===== src/rtl/uart_receiver_framed.sv =====
// Framed UART receiver: 2-flop synchronizer, 3-sample majority bit decisions,
// optional parity, 1 or 2 stop bits, break/overrun pulses and a small frame FIFO.
module uart_receiver_framed #(
  parameter int CLOCK_FREQ = 33_000_000,
  parameter int BAUD_RATE  = 115_200,
  parameter int DATA_WIDTH = 8,
  parameter int PARITY     = 0,
  parameter int STOP_BITS  = 1,
  parameter int FIFO_DEPTH = 4
) (
  input  logic                  clk,
  input  logic                  reset,
  input  logic                  serial_in,
  output logic [DATA_WIDTH-1:0] data_out,
  output logic                  data_out_valid,
  input  logic                  data_out_ready,
  output logic                  parity_error,
  output logic                  frame_error,
  output logic                  break_detect,
  output logic                  overrun
);
  localparam int CPB = CLOCK_FREQ / BAUD_RATE;
  localparam int CW  = $clog2(CPB);
  localparam int BIW = $clog2(DATA_WIDTH + 1);
  localparam int AW  = $clog2(FIFO_DEPTH);
  localparam int EW  = DATA_WIDTH + 2;
  localparam logic [CW-1:0] MID_LO = CW'(CPB / 2 - 1);
  localparam logic [CW-1:0] MID    = CW'(CPB / 2);
  localparam logic [CW-1:0] MID_HI = CW'(CPB / 2 + 1);
  localparam logic [CW-1:0] LAST   = CW'(CPB - 1);

  typedef enum logic [2:0] {IDLE, START, DATA, PARITY_BIT, STOP} state_t;

  logic                  sync_reg, rx_s;
  state_t                state_reg;
  logic [CW-1:0]         cnt_reg;
  logic [BIW-1:0]        bit_idx_reg;
  logic [1:0]            samp_reg;
  logic [DATA_WIDTH-1:0] shift_reg;
  logic                  par_err_reg, frm_err_reg, par_bit_reg;

  logic majority, decide, bit_end, par_expected;
  logic frame_done, frame_ferr, is_break;

  always_ff @(posedge clk) begin
    if (reset) begin
      sync_reg <= 1'b1;
      rx_s     <= 1'b1;
    end else begin
      sync_reg <= serial_in;
      rx_s     <= sync_reg;
    end
  end

  // Two early samples are held; the third is the live rx_s at the decision cycle.
  assign majority     = (samp_reg[0] & samp_reg[1]) | (samp_reg[0] & rx_s) | (samp_reg[1] & rx_s);
  assign decide       = (cnt_reg == MID_HI);
  assign bit_end      = (cnt_reg == LAST);
  assign par_expected = (PARITY == 2) ? ^shift_reg : ~^shift_reg;
  assign frame_done   = (state_reg == STOP) && decide && (bit_idx_reg == BIW'(STOP_BITS - 1));
  assign frame_ferr   = frm_err_reg | ~majority;
  assign is_break     = (shift_reg == '0) && !par_bit_reg && frame_ferr;

  always_ff @(posedge clk) begin
    if (reset) begin
      state_reg   <= IDLE;
      cnt_reg     <= '0;
      bit_idx_reg <= '0;
      samp_reg    <= '0;
      shift_reg   <= '0;
      par_err_reg <= 1'b0;
      frm_err_reg <= 1'b0;
      par_bit_reg <= 1'b0;
    end else begin
      if (cnt_reg == MID_LO || cnt_reg == MID)
        samp_reg <= {samp_reg[0], rx_s};
      case (state_reg)
        IDLE: begin
          // The detection cycle is counter 0 of the start bit.
          if (!rx_s) begin
            state_reg   <= START;
            cnt_reg     <= CW'(1);
            par_err_reg <= 1'b0;
            frm_err_reg <= 1'b0;
            par_bit_reg <= 1'b0;
          end
        end
        START: begin
          cnt_reg <= cnt_reg + CW'(1);
          if (decide && majority) begin
            state_reg <= IDLE;
            cnt_reg   <= '0;
          end else if (bit_end) begin
            state_reg   <= DATA;
            cnt_reg     <= '0;
            bit_idx_reg <= '0;
          end
        end
        DATA: begin
          cnt_reg <= cnt_reg + CW'(1);
          if (decide)
            shift_reg <= {majority, shift_reg[DATA_WIDTH-1:1]};
          if (bit_end) begin
            cnt_reg <= '0;
            if (bit_idx_reg == BIW'(DATA_WIDTH - 1)) begin
              bit_idx_reg <= '0;
              state_reg   <= (PARITY != 0) ? PARITY_BIT : STOP;
            end else begin
              bit_idx_reg <= bit_idx_reg + BIW'(1);
            end
          end
        end
        PARITY_BIT: begin
          cnt_reg <= cnt_reg + CW'(1);
          if (decide) begin
            par_bit_reg <= majority;
            par_err_reg <= (majority != par_expected);
          end
          if (bit_end) begin
            cnt_reg     <= '0;
            bit_idx_reg <= '0;
            state_reg   <= STOP;
          end
        end
        STOP: begin
          cnt_reg <= cnt_reg + CW'(1);
          if (decide) begin
            if (!majority)
              frm_err_reg <= 1'b1;
            if (bit_idx_reg == BIW'(STOP_BITS - 1)) begin
              state_reg <= IDLE;
              cnt_reg   <= '0;
            end
          end else if (bit_end) begin
            cnt_reg     <= '0;
            bit_idx_reg <= bit_idx_reg + BIW'(1);
          end
        end
        default: begin
          state_reg <= IDLE;
          cnt_reg   <= '0;
        end
      endcase
    end
  end

  logic [EW-1:0] mem [FIFO_DEPTH];
  logic [AW:0]   wr_ptr_reg, rd_ptr_reg;
  logic [EW-1:0] head;
  logic          fifo_empty, fifo_full, do_pop, do_push;

  assign fifo_empty = (wr_ptr_reg == rd_ptr_reg);
  assign fifo_full  = (wr_ptr_reg[AW] != rd_ptr_reg[AW]) &&
                      (wr_ptr_reg[AW-1:0] == rd_ptr_reg[AW-1:0]);
  assign do_pop     = !fifo_empty && data_out_ready;
  // A pop in the same cycle frees the slot a full FIFO needs for this frame.
  assign do_push    = frame_done && !is_break && (!fifo_full || do_pop);

  always_ff @(posedge clk) begin
    if (do_push)
      mem[wr_ptr_reg[AW-1:0]] <= {shift_reg, par_err_reg, frame_ferr};
  end

  always_ff @(posedge clk) begin
    if (reset) begin
      wr_ptr_reg   <= '0;
      rd_ptr_reg   <= '0;
      break_detect <= 1'b0;
      overrun      <= 1'b0;
    end else begin
      if (do_push)
        wr_ptr_reg <= wr_ptr_reg + (AW+1)'(1);
      if (do_pop)
        rd_ptr_reg <= rd_ptr_reg + (AW+1)'(1);
      break_detect <= frame_done && is_break;
      overrun      <= frame_done && !is_break && fifo_full && !do_pop;
    end
  end

  assign head           = mem[rd_ptr_reg[AW-1:0]];
  assign data_out_valid = !fifo_empty;
  assign data_out       = head[EW-1:2];
  assign parity_error   = data_out_valid & head[1];
  assign frame_error    = data_out_valid & head[0];
endmodule


===== config.mk =====
export PLATFORM = sky130hd
export DESIGN_NAME = uart_receiver_framed
export DESIGN_NICKNAME = d
export VERILOG_FILES = /design/src/rtl/uart_receiver_framed.sv
export SDC_FILE = /design/constraint.sdc
export NUM_CORES = 1
export LEC_CHECK = 0
export CAP_MARGIN = 20
export CORE_MARGIN = 2
export CORE_UTILIZATION = 49
export CTS_BUF_LIST = sky130_fd_sc_hd__clkbuf_8
export DETAILED_ROUTE_END_ITERATION = 10
export MAX_ROUTING_LAYER = met4
export PLACE_DENSITY = 0.76
export SYNTH_ARGS = -nofsm -noshare
export SYNTH_HDL_FRONTEND = slang
export SYNTH_SLANG_ARGS = --single-unit

===== constraint.sdc =====
create_clock -name clk -period 2.7 [get_ports clk]
set_input_delay 0.54 -clock clk [delete_from_list [all_inputs] [get_ports clk]]
set_output_delay 0.54 -clock clk [all_outputs]
set_load 0.01 [all_outputs]

---- Yosys cells after proc, flatten, opt, wreduce, memory -nomap -nowiden ----
Memory sizes are Yosys's and may differ from the RTL's. A register that Yosys moved wholly into a read port is not among the register bits.
Index checks and enable logic that the tools add are counted.
word-level totals
  output and inout port bits .............. 13
  memories kept ........................... 1
  register bits ........................... 39
  RAM bits ................................ 40
  input port bits ......................... 4
cells by class
  mux-type cells .......................... 34
  bitwise gates (word level) .............. 9
  $add $sub $neg .......................... 4
  equal/unequal tests ..................... 25
  reduce and logical (&&, ||, !) cells .... 32
memories
  name  words  width  read ports  clocked after Yosys merged registers in  wr ports  line  source
  mem   4      10     1           1                                        1         147   logic [EW-1:0] mem [FIFO_DEPTH];
operator list
  operator                                        number
  2-to-1 mux 9 bit                                5
  one-hot mux 9 bit (4 select lines)              1
  == test 9 x 8 -> 1 bit (second input constant)  3
  2-to-1 mux 3 bit                                8
  2-to-1 mux 4 bit                                6
  != test 2 bit (second input constant)           10
  one-hot mux 4 bit (4 select lines)              1
  one-hot mux 3 bit (5 select lines)              1
  logical AND 1 bit                               12
  adder 9 x 1 -> 9 bit (second input constant)    1
  == test 9 bit (second input constant)           1
  zero test 8 bit                                 1
  XNOR reduction 8 bit                            1
  2-to-1 mux 1 bit                                7
  AND reduction 7 bit                             1
  adder 3 x 1 -> 3 bit (second input constant)    2
  == test 3 x 2 -> 1 bit (second input constant)  2
  one-hot mux 1 bit (2 select lines)              3
  AND 1 bit                                       5
  zero test 1 bit                                 5
  AND reduction 5 bit                             1
  adder 4 x 1 -> 4 bit (second input constant)    1
  == test 4 x 3 -> 1 bit (second input constant)  1
  zero test 4 bit                                 1
  18 further kinds                                24

---- Logic depth before layout (Yosys ltp) ----
  word-level depth ........................ 11
  mapped depth ............................ 8
  depth with buffers taken out ............ 7

---- Least setup slack after synthesis ----
OpenSTA, ideal clock, no wires.
  kind .................................... flip-flop to flip-flop
  start point ............................. register cnt_reg[0]
  end point ............................... memory mem[3][0] (netlist bit) (enable)
  cell stages (with the launch flop) ...... 7
  required time ........................... 2.324 ns
  arrival time ............................ 1.882 ns
  period minus slack after synthesis ...... 2.258 ns
  path buffers ............................ 0
  path slack .............................. 0.442 ns
  cells stage by stage .................... dfxtp_1 > inv_1 > ha_1 > and4bb_2 > nand3_2 > or4_4 > nor2_1
on the way
  word-level cells in the longest chain between the ends .. 7
ends and longest elaborated chain
  element                                 line  source
  start: declaration                      36    logic [CW-1:0] cnt_reg;
  start signal: assignment                89    cnt_reg <= cnt_reg + CW'(1);
  start signal: assignment                100   cnt_reg <= cnt_reg + CW'(1);
  start signal: assignment                114   cnt_reg <= cnt_reg + CW'(1);
  == test 9 x 8 -> 1 bit                  57    assign decide = (cnt_reg == MID_HI);
  logical AND 1 bit (2 in a row)          60    assign frame_done = (state_reg == STOP) && decide && (bit_idx_reg == BIW'(STOP_BITS - 1));
  logical AND 1 bit (2 in a row)          157   assign do_push = frame_done && !is_break && (!fifo_full || do_pop);
  2-to-1 mux 1 bit                        160   if (do_push)
  2-to-1 mux 1 bit (not written as such)  161   mem[wr_ptr_reg[AW-1:0]] <= {shift_reg, par_err_reg, frame_ferr};
  end: declaration                        147
Every way passes these cells.

==> impl_metrics.env <==
export IMPL_ys_seq_elements=81
export IMPL_gp_congestion=0.873
export IMPL_power_density_mw_per_mm2=540
export IMPL_die_area_mm2=0.00818
export IMPL_ctsHoldBuffers=0
export IMPL_ys_types=49
export IMPL_coreArea_mm2=0.00725
export IMPL_path_clk_slew_ps=80
export IMPL_drt_iter0_markers=134
export IMPL_netlist_instances=316
export IMPL_syn_num_nets=335
export IMPL_cp_max_fo=8
export IMPL_cp_end_kind="output pin"
export IMPL_report_final_slew_viol_count=0
export IMPL_syn_area_mm2=0.00366
export IMPL_cts_tree="built"
export IMPL_layout_setup_ws_ps=162
export IMPL_fin_setup_tns_ps=0
export IMPL_wl_per_cell_um=14.6
export IMPL_ant_nets=0
export IMPL_skew_ps=8.50
export IMPL_antenna_found_initial=0
export IMPL_largest_reg_flops=40
export IMPL_path_class="flip-flop to output pin"
export IMPL_start_util_pct=50.5
export IMPL_h_tree_depth=3
export IMPL_max_cap_violations=0
export IMPL_grt_usage_pct=18.1
export IMPL_synth_yosys_seq_area_share_pct=55.2
export IMPL_rsz0062_at_grt="false"
export IMPL_worstPathRequired_ps=2160
export IMPL_placementRows=31
export IMPL_r2r_slack_ps=370
export IMPL_finalSetupViolCount=0
export IMPL_worst_slew_pin_slew_ps=640
export IMPL_min_path_type="flip-flop to flip-flop"
export IMPL_vdd_drop_max_mv=0.238
export IMPL_firstDrtPassIters=4
export IMPL_cts_resized=0
export IMPL_fmax_ghz=0.394
export IMPL_status="finished, final reports clean"
export IMPL_final_min_clock_period_ps=2540
export IMPL_die_h_um=90.5
export IMPL_dieWidth_um=90.5
export IMPL_yosysWarnings=0
export IMPL_io_pins=17
export IMPL_routed_wl_mm=6.52
export IMPL_drive_gt1_share_pct=13.5
export IMPL_num_vias=2382
export IMPL_nNetsFinal=361
export IMPL_hpwlAfterDp_mm=4.73
export IMPL_cts_sinks=81
export IMPL_cts_buffers=9
export IMPL_arrival_ps=2000
export IMPL_syn_area_per_cell_um2=11.6
export IMPL_ys_flop_type="dfxtp_1"
export IMPL_vias_per_cell=5.34
export IMPL_grt_pass1_wl_mm=11.6
export IMPL_hold_viol=0
export IMPL_grt_ovfl_total=0
export IMPL_crit_path_start_kind="flip-flop"
export IMPL_cts_max_path_buffers=2
export IMPL_synth_edf_count=40
export IMPL_slew_headroom_pct=56.7
export IMPL_num_antenna_cells=0
export IMPL_leakage_nw=1.43
export IMPL_async_flop_share_pct=0
export IMPL_grt_pass1_vias=2398
export IMPL_finalCritPeriodShare_pct=94.0
export IMPL_grt_max_degree=32
export IMPL_post_route_drc_count=0
export IMPL_cts_setup_buffers=0
export IMPL_io_buffers=16
export IMPL_syn_to_final_growth_pct=14.2
export IMPL_dp_slack_ps=159
export IMPL_cts_root_buf="clkbuf_8"
export IMPL_clk_latency_ps=350
kinds of logic after synthesis:
| logic type | Yosys count | synth area share, % |
|---|---|---|
| mux | 17 | 8.06 |
| simple gates | 117 | 17.9 |
| xor+xnor | 16 | 3.83 |
| compound gates | 40 | 6.53 |
| buf+inv | 29 | 3.04 |
| fa+ha+maj | 16 | 5.40 |
| flops | 81 | 55.2 |
through the flow:
step                power, mW  area (um2)  hold WS (ps)  util, %  std cells
finish                   2.26        4180           423     57.7        446
detailed placement       1.39        3980           407     54.8        430
global placement         1.39        3980           394     54.8        430
floorplan                1.37        3660           389        -        316
CTS                      2.27        4180           430     57.7        446
global route             2.34        4180           443     57.7        446
Yosys cell counts (2+ instances only):
library cell / n / area share, %
o21ai_0: 8 / 1.1
mux2i_1: 7 / 1.9
xnor2_1: 11 / 2.6
nor2b_1: 3 / 0.51
nand3_1: 15 / 2.0
clkbuf_1: 8 / 0.82
mux4_2: 10 / 6.1
a21oi_1: 21 / 2.9
inv_1: 18 / 1.8
buf_2: 2 / 0.27
or4_1: 3 / 0.61
dfxtp_1: 41 / 22
nor2_1: 24 / 2.5
xor2_1: 5 / 1.2
nor4b_1: 2 / 0.48
nand3b_1: 3 / 0.61
or2_2: 3 / 0.51
nand2_1: 24 / 2.5
and4b_1: 2 / 0.55
nor4_1: 3 / 0.51
nor3_1: 4 / 0.55
nand4_1: 3 / 0.51
nor3b_1: 4 / 0.82
ha_1: 15 / 5.1
edfxtp_1: 40 / 33
nand2b_1: 5 / 0.85
or3_1: 3 / 0.51
and2_1: 8 / 1.4
where the power goes:
part / leakage [nW] / internal, mW / switching (mW) / total [mW]
combinational: 0.621 / 0.0301 / 0.0427 / 0.0728
clock: 0.107 / 0.456 / 0.439 / 0.895
sequential: 0.699 / 1.28 / 0.0100 / 1.29
total: 1.43 / 1.77 / 0.492 / 2.26
routing by layer:
| metal | up-vias | GRT usage [%] | share of wire (%) |
|---|---|---|---|
| li1 | 1188 | - | - |
| met1 | 1152 | 23.6 | 48 |
| met2 | 33 | 29.2 | 49 |
| met3 | 9 | 2.75 | 2.4 |
| met4 | 0 | 6.15 | 1.1 |
| met5 | - | - | 0 |
final timing paths:
check / depth (start not counted) / start / end
worst max-delay path: 3 / flip-flop / data_out[5]
worst min-delay path: 1 / sync_reg$_SDFF_PP1_ / rx_s$_SDFF_PP1_
worst max register to register: 7 / cnt_reg[0]$_SDFFE_PP0N_ / mem[1][8]$_DFFE_PP_
worst min register to register: 1 / sync_reg$_SDFF_PP1_ / rx_s$_SDFF_PP1_
critical path: stages, from the launching register on:
cell and delay [ps]:
dfxtp_1 400, buf_4 230, mux4_2 530, clkdlybuf4s50_1 490
placed cells by master (no fill, tap or decap), types with 4 or more instances in the layout:
cell             netlist  final
and2_1                 8      8
nor3_1                 4      4
mux4_2                10     10
clkdlybuf4s50_1        0     16
buf_4                  0     10
clkbuf_8               0     10
a21oi_1               21     21
nand3_1               15     15
nand2_1               24     24
nand2b_1               5      5
inv_1                 18     18
mux2i_1                7      7
nor3b_1                4      4
nor2_1                24     24
dfxtp_1               41     41
xnor2_1               11     11
xor2_1                 5      5
edfxtp_1              40     40
ha_1                  15     15
o21ai_0                8      8
cell type report:
class / count / area (um2)
well taps: 99 / 124
fillers: 604 / 3070
inverters: 18 / 67.6
multi-input cells: 206 / 1530
clock buffers: 10 / 138
clock inverters: 6 / 66.3
repair buffers: 26 / 235
flip-flops and latches: 81 / 2020
(Power assumes the default switching activity.)
